**src/rtl/fifo_arb_pkg.sv**
```systemverilog
// Shared types and helpers for the FIFO write-port arbiter.
//   arb_state_t : burst-lock FSM states (used only when FIFO_WR_ARB_LOCK_EN is defined)
//   idx_w()     : index width for a count of n items, never less than 1
package fifo_arb_pkg;

  typedef enum logic {
    ARB_IDLE   = 1'b0,
    ARB_LOCKED = 1'b1
  } arb_state_t;

  function automatic int idx_w(input int n);
    return (n <= 2) ? 1 : $clog2(n);
  endfunction

endpackage

```
**src/rtl/rr_priority_pick.sv**
```systemverilog
// Combinational rotating-priority picker.
// Returns the first set bit of req, scanning upward from index start and wrapping.
//   req   in  N   request vector
//   start in  IW  index with highest priority (must be < N)
//   grant out IW  picked index (0 when nothing requested)
//   valid out 1   any request present
module rr_priority_pick
  import fifo_arb_pkg::*;
#(
  parameter int N  = 4,
  parameter int IW = idx_w(N)
) (
  input  logic [N-1:0]  req,
  input  logic [IW-1:0] start,
  output logic [IW-1:0] grant,
  output logic          valid
);

  // Scan from lowest to highest priority so the highest-priority hit is
  // the last assignment; avoids a separate found flag.
  always_comb begin
    int s;
    grant = '0;
    valid = 1'b0;
    s     = 0;
    for (int k = N - 1; k >= 0; k--) begin
      s = int'(start) + k;
      if (s >= N) s = s - N;
      if (req[IW'(s)]) begin
        grant = IW'(s);
        valid = 1'b1;
      end
    end
  end

endmodule

```
**src/rtl/fifo_wr_arbiter.sv**
```systemverilog
// Round-robin arbiter sharing one buffer write port among NUM_REQ producers.
// Grants are combinational; at most one word is accepted per clock, and no
// write is issued while the buffer reports full.
//
// Optional feature macro: FIFO_WR_ARB_LOCK_EN
//   defined   : a producer granted with lock[i]=1 keeps ownership for up to
//               MAX_BURST consecutive writes (ARB_IDLE / ARB_LOCKED FSM).
//   undefined : lock is ignored, pure round-robin.
//
// Ports
//   clk, reset        clock (rising), asynchronous active-high reset
//   req[i]            producer i has a word pending
//   lock[i]           producer i asks for burst ownership
//   wdata             flat words, word i at [i*DATA_WIDTH +: DATA_WIDTH]
//   ack[i]            one-hot, word i accepted this cycle
//   fifo_full         full flag from buffer controller
//   fifo_wr           write strobe to buffer controller
//   fifo_wdata        granted word (0 when nothing requested)
//   grant_id          index of current grant (valid with fifo_wr)
//   wr_count          accepted writes, wraps
module fifo_wr_arbiter
  import fifo_arb_pkg::*;
#(
  parameter int NUM_REQ    = 4,
  parameter int DATA_WIDTH = 8,
  parameter int MAX_BURST  = 4,
  parameter int CNT_WIDTH  = 16
) (
  input  logic                          clk,
  input  logic                          reset,
  input  logic [NUM_REQ-1:0]            req,
  input  logic [NUM_REQ-1:0]            lock,
  input  logic [NUM_REQ*DATA_WIDTH-1:0] wdata,
  output logic [NUM_REQ-1:0]            ack,
  input  logic                          fifo_full,
  output logic                          fifo_wr,
  output logic [DATA_WIDTH-1:0]         fifo_wdata,
  output logic [$clog2(NUM_REQ)-1:0]    grant_id,
  output logic [CNT_WIDTH-1:0]          wr_count
);

  localparam int IW = idx_w(NUM_REQ);

  logic [IW-1:0]      last_grant;
  logic [IW-1:0]      start;
  logic [IW-1:0]      grant;
  logic               any_req;
  logic [NUM_REQ-1:0] eff_req;

  assign start = (int'(last_grant) == NUM_REQ - 1) ? '0 : last_grant + IW'(1);

  rr_priority_pick #(.N(NUM_REQ), .IW(IW)) u_pick (
    .req   (eff_req),
    .start (start),
    .grant (grant),
    .valid (any_req)
  );

  // Reset also blocks the strobe so a pending word is never acked while
  // the arbiter is being reset.
  assign fifo_wr    = any_req & ~fifo_full & ~reset;
  assign ack        = fifo_wr ? (NUM_REQ'(1) << grant) : '0;
  assign grant_id   = grant;
  assign fifo_wdata = any_req ? wdata[grant*DATA_WIDTH +: DATA_WIDTH] : '0;

  always_ff @(posedge clk or posedge reset) begin
    if (reset) begin
      last_grant <= IW'(NUM_REQ - 1);
      wr_count   <= '0;
    end else if (fifo_wr) begin
      last_grant <= grant;
      wr_count   <= wr_count + CNT_WIDTH'(1);
    end
  end

`ifdef FIFO_WR_ARB_LOCK_EN
  localparam int BW = idx_w(MAX_BURST + 1);

  arb_state_t    state, state_nx;
  logic [IW-1:0] owner, owner_nx;
  logic [BW-1:0] burst_cnt, burst_nx;
  logic          hold;

  // Ownership only masks others while the owner still requests; once the
  // owner drops req the cycle falls straight back to round-robin.
  assign hold = (state == ARB_LOCKED) && req[owner];

  always_comb begin
    eff_req = req;
    if (hold) eff_req = NUM_REQ'(1) << owner;
  end

  always_comb begin
    state_nx = state;
    owner_nx = owner;
    burst_nx = burst_cnt;
    if (!fifo_full) begin
      if (hold) begin
        // hold with !full implies an owner write this cycle
        if (!lock[owner] || (int'(burst_cnt) + 1 == MAX_BURST)) begin
          state_nx = ARB_IDLE;
          burst_nx = '0;
        end else begin
          burst_nx = burst_cnt + BW'(1);
        end
      end else begin
        state_nx = ARB_IDLE;
        burst_nx = '0;
        if (fifo_wr && lock[grant] && (MAX_BURST > 1)) begin
          state_nx = ARB_LOCKED;
          owner_nx = grant;
          burst_nx = BW'(1);
        end
      end
    end
  end

  always_ff @(posedge clk or posedge reset) begin
    if (reset) begin
      state     <= ARB_IDLE;
      owner     <= '0;
      burst_cnt <= '0;
    end else begin
      state     <= state_nx;
      owner     <= owner_nx;
      burst_cnt <= burst_nx;
    end
  end
`else
  logic unused_lock;
  assign unused_lock = ^lock ^ (MAX_BURST > 1);
  assign eff_req     = req;
`endif

endmodule

```
**config.mk**
```make
export PLATFORM = sky130hd
export DESIGN_NAME = fifo_wr_arbiter
export DESIGN_NICKNAME = d
export VERILOG_FILES = /design/src/rtl/fifo_arb_pkg.sv /design/src/rtl/rr_priority_pick.sv /design/src/rtl/fifo_wr_arbiter.sv
export SDC_FILE = /design/constraint.sdc
export NUM_CORES = 1
export LEC_CHECK = 0
export CAP_MARGIN = 0
export CORE_MARGIN = 2
export CORE_UTILIZATION = 52
export DETAILED_ROUTE_END_ITERATION = 10
export DONT_BUFFER_PORTS = 1
export GPL_TIMING_DRIVEN = 0
export PLACE_DENSITY = 0.67
export SETUP_SLACK_MARGIN = 0.02
export SYNTH_ARGS = -nofsm -noshare
export SYNTH_HDL_FRONTEND = slang
export SYNTH_SLANG_ARGS = --single-unit
```
**constraint.sdc**
```tcl
create_clock -name clk -period 3.2 [get_ports clk]
set_input_delay 0.32 -clock clk [delete_from_list [all_inputs] [get_ports clk]]
set_output_delay 0.32 -clock clk [all_outputs]
set_load 0.1 [all_outputs]
```
==> flow_metrics.tcl <==
set metrics [dict create \
    place_hpwl_um 3260 \
    hold_viol_final 9 \
    synthAdderAreaFrac 0.0150 \
    holdWs_ns -0.00319 \
    yosysTopAreaCellShare 0.240 \
    synthSimpleGateAreaFrac 0.273 \
    layout.nets 269 \
    drv_cap 0 \
    ys_warn_count 0 \
    critPathRequiredTime_ns 2.88 \
    rr_startpoint "wr_count[0]" \
    grt_use_total 0.242 \
    diodes 0 \
    post_synth_inst_count 202 \
    drv_slew 0 \
    antenna_found_initial 0 \
    num_rows 20 \
    setup_viol 2 \
    htree_levels 1 \
    pre_cts_slack_ns -0.416 \
    yosys.area_share.xor_xnor 0.0787 \
    vias 1686 \
    grt_pass1_wl_um 7020 \
    root_buffer "clkbuf_4" \
    ys_seq_area_frac 0.271 \
    cpMaxStageDelayCell "nor3_4" \
    drt-initial-drc-count 44 \
    end_kind "output pin" \
    tns_ns -0.405 \
    violations "hold timing, setup timing" \
    cts_tree "built" \
    insertion_delay_ns 0.28 \
    muxShareOfSynthArea 0 \
    die_h_um 60.7 \
    die_area_sq_mm 0.00368 \
    clock_path_buffers 2 \
    die_w_um 60.7 \
    core_area_sq_mm 0.00305 \
    cts_sinks 18 \
    fin_skew_ns 0.00375 \
    layout_commonest_cell "nand2_1" \
    cts_made_buffers 3 \
    status "complete, but fails checks" \
    fin_ws_ns -0.349 \
    clk_pin_slew_ns 0.10 \
    worst_ep_arrival_time_ns 3.23 \
    worstPathMaxFanout 3 \
    vias_per_cell 6.31 \
    drt-total-wl_um 4480 \
    rsz0062_at_grt "yes" \
    synth_top_family_by_area "simple AND/OR/NAND/NOR gates" \
    crit_chain "ha_4 -> or4b_4 -> a21bo_4 -> nand2_8 -> clkinvlp_4 -> nor3_4" \
    start_util 0.547 \
    fmax_mhz 282 \
    routedWlPerCell_um 16.8 \
    route.detailed.drc 0 \
    avgSynthCellArea_sq_um 8.27 \
    synth_cell_types 42 \
    grt_pass1_vias 1594 \
    grt-ovfl-total 0 \
    mostFrequentLayoutCells "nand2_1, dfrtp_1, inv_1, a211oi_1, nand4_1" \
    ant_nets 0 \
    slew_headroom 0.311 \
    critPathMaxStageDelay_ns 0.99 \
    layout-drive-gt1-share 0.247 \
    post-route-period-util 1.11 \
    syn_area_sq_mm 0.00167 \
    grt_max_degree 19 \
    io_buffers 0 \
    yosysTopAreaCell "dfrtp_1" \
    start_kind "register" \
    final_util 0.677 \
    ios 74 \
    hold_class "primary input to async pin" \
    cp-startpoint "last_grant[1]" \
    synth_area_leaders "dfrtp_1, a211oi_1, nand4_1" \
    syn-num-nets 247 \
    period_needed_ns 3.55 \
    worst_pin_slew_ns 1.03 \
    synth_seq_cells 18 \
    areaGrowthSynthToFinish_pct 23.7 \
    first_pass_iters 4 \
    crit_type "register to output pin" \
    r2r_slack_ns 0.84 \
    gp_congestion 0.846 \
    synth_compound_area_frac 0.273 \
]
## critical path: cells and delay by family (launching register included)
kind | cells | cell delay, ns
AO/OA/AOI/OAI | 1 | 0.25
flip-flops | 1 | 0.57
AND/OR/NAND/NOR | 3 | 1.52
buffers and inverters | 1 | 0.47
adder cells (fa/ha/maj) | 1 | 0.14
## cell families after synthesis
logic type,after synthesis
AO/OA/AOI/OAI,58
XOR/XNOR,15
adder cells (fa/ha/maj),2
buffers and inverters,32
flip-flops,18
AND/OR/NAND/NOR,77
## layout make-up
class / instances / area, sq um
Clock buffer: 4 / 26.3
Multi-Input combinational cell: 152 / 1170
Tap cell: 44 / 55.1
Fill cell: 267 / 986
Buffer: 9 / 47.5
Inverter: 17 / 71.3
Sequential cell: 18 / 453
Timing Repair Buffer: 23 / 240
## synthesized netlist by cell type (all sizes together)
| master | count |
|---|---|
| o211ai | 8 |
| ha | 2 |
| nand4 | 14 |
| nor4 | 1 |
| clkbuf | 9 |
| or2 | 3 |
| nand2b | 1 |
| xnor2 | 10 |
| xor2 | 5 |
| a21oi | 9 |
| a22o | 1 |
| nand2 | 19 |
| nor3 | 7 |
| o2111ai | 8 |
| a211oi | 17 |
| or4 | 1 |
| o21bai | 1 |
| dfstp | 2 |
| o32a | 1 |
| and4 | 9 |
| and3b | 1 |
| nand3 | 4 |
| nor4b | 1 |
| a21boi | 1 |
| nor3b | 1 |
| buf | 6 |
| inv | 17 |
| a221oi | 1 |
| o21ai | 2 |
| and3 | 1 |
| o31a | 8 |
| and2b | 2 |
| nor2 | 8 |
| or4b | 2 |
| a21bo | 1 |
| dfrtp | 16 |
| or3 | 1 |
| and2 | 1 |
## registers in the layout, summed over array words and instances (netlist names)
name        count
last_grant      2
wr_count       16
## path summary, 6_finish.rpt
path	end	cells past startpoint
setup / recovery	ack[0]	6
max in group asynchronous	wr_count[1]	1
hold / removal	wr_count[8]	1
hold reg to reg	last_grant[1]	2
min in group clk	wr_count[5]	3
setup reg to reg	wr_count[14]	5
## repair_timing
item / CTS / global route
hold buffers: 0 / 0
pin swaps: 8 / 8
endpoints found under the setup margin: 8 / 7
setup buffers: 8 / 8
gates resized for setup: 11 / 5
## routing by layer
| metal | routed length [um] | global-route usage |
|---|---|---|
| met4 | 55 | 0.0621 |
| met2 | 2370 | 0.450 |
| met5 | 0 | 0 |
| met1 | 1780 | 0.292 |
| met3 | 272 | 0.0320 |
## stage by stage
stage | hold slack (ns) | std cells | area [sq um]
after floorplan | 0.257 | 202 | 1730
after global placement | 0.324 | 246 | 1790
after detailed placement | 0.334 | 254 | 1910
after CTS | 0.0192 | 263 | 2020
after global routing | 0.0405 | 267 | 2070
final | -0.00319 | 267 | 2070
Power is not shown: default switching activity piles up to over one toggle a cycle in this logic, so the estimate is an artifact.
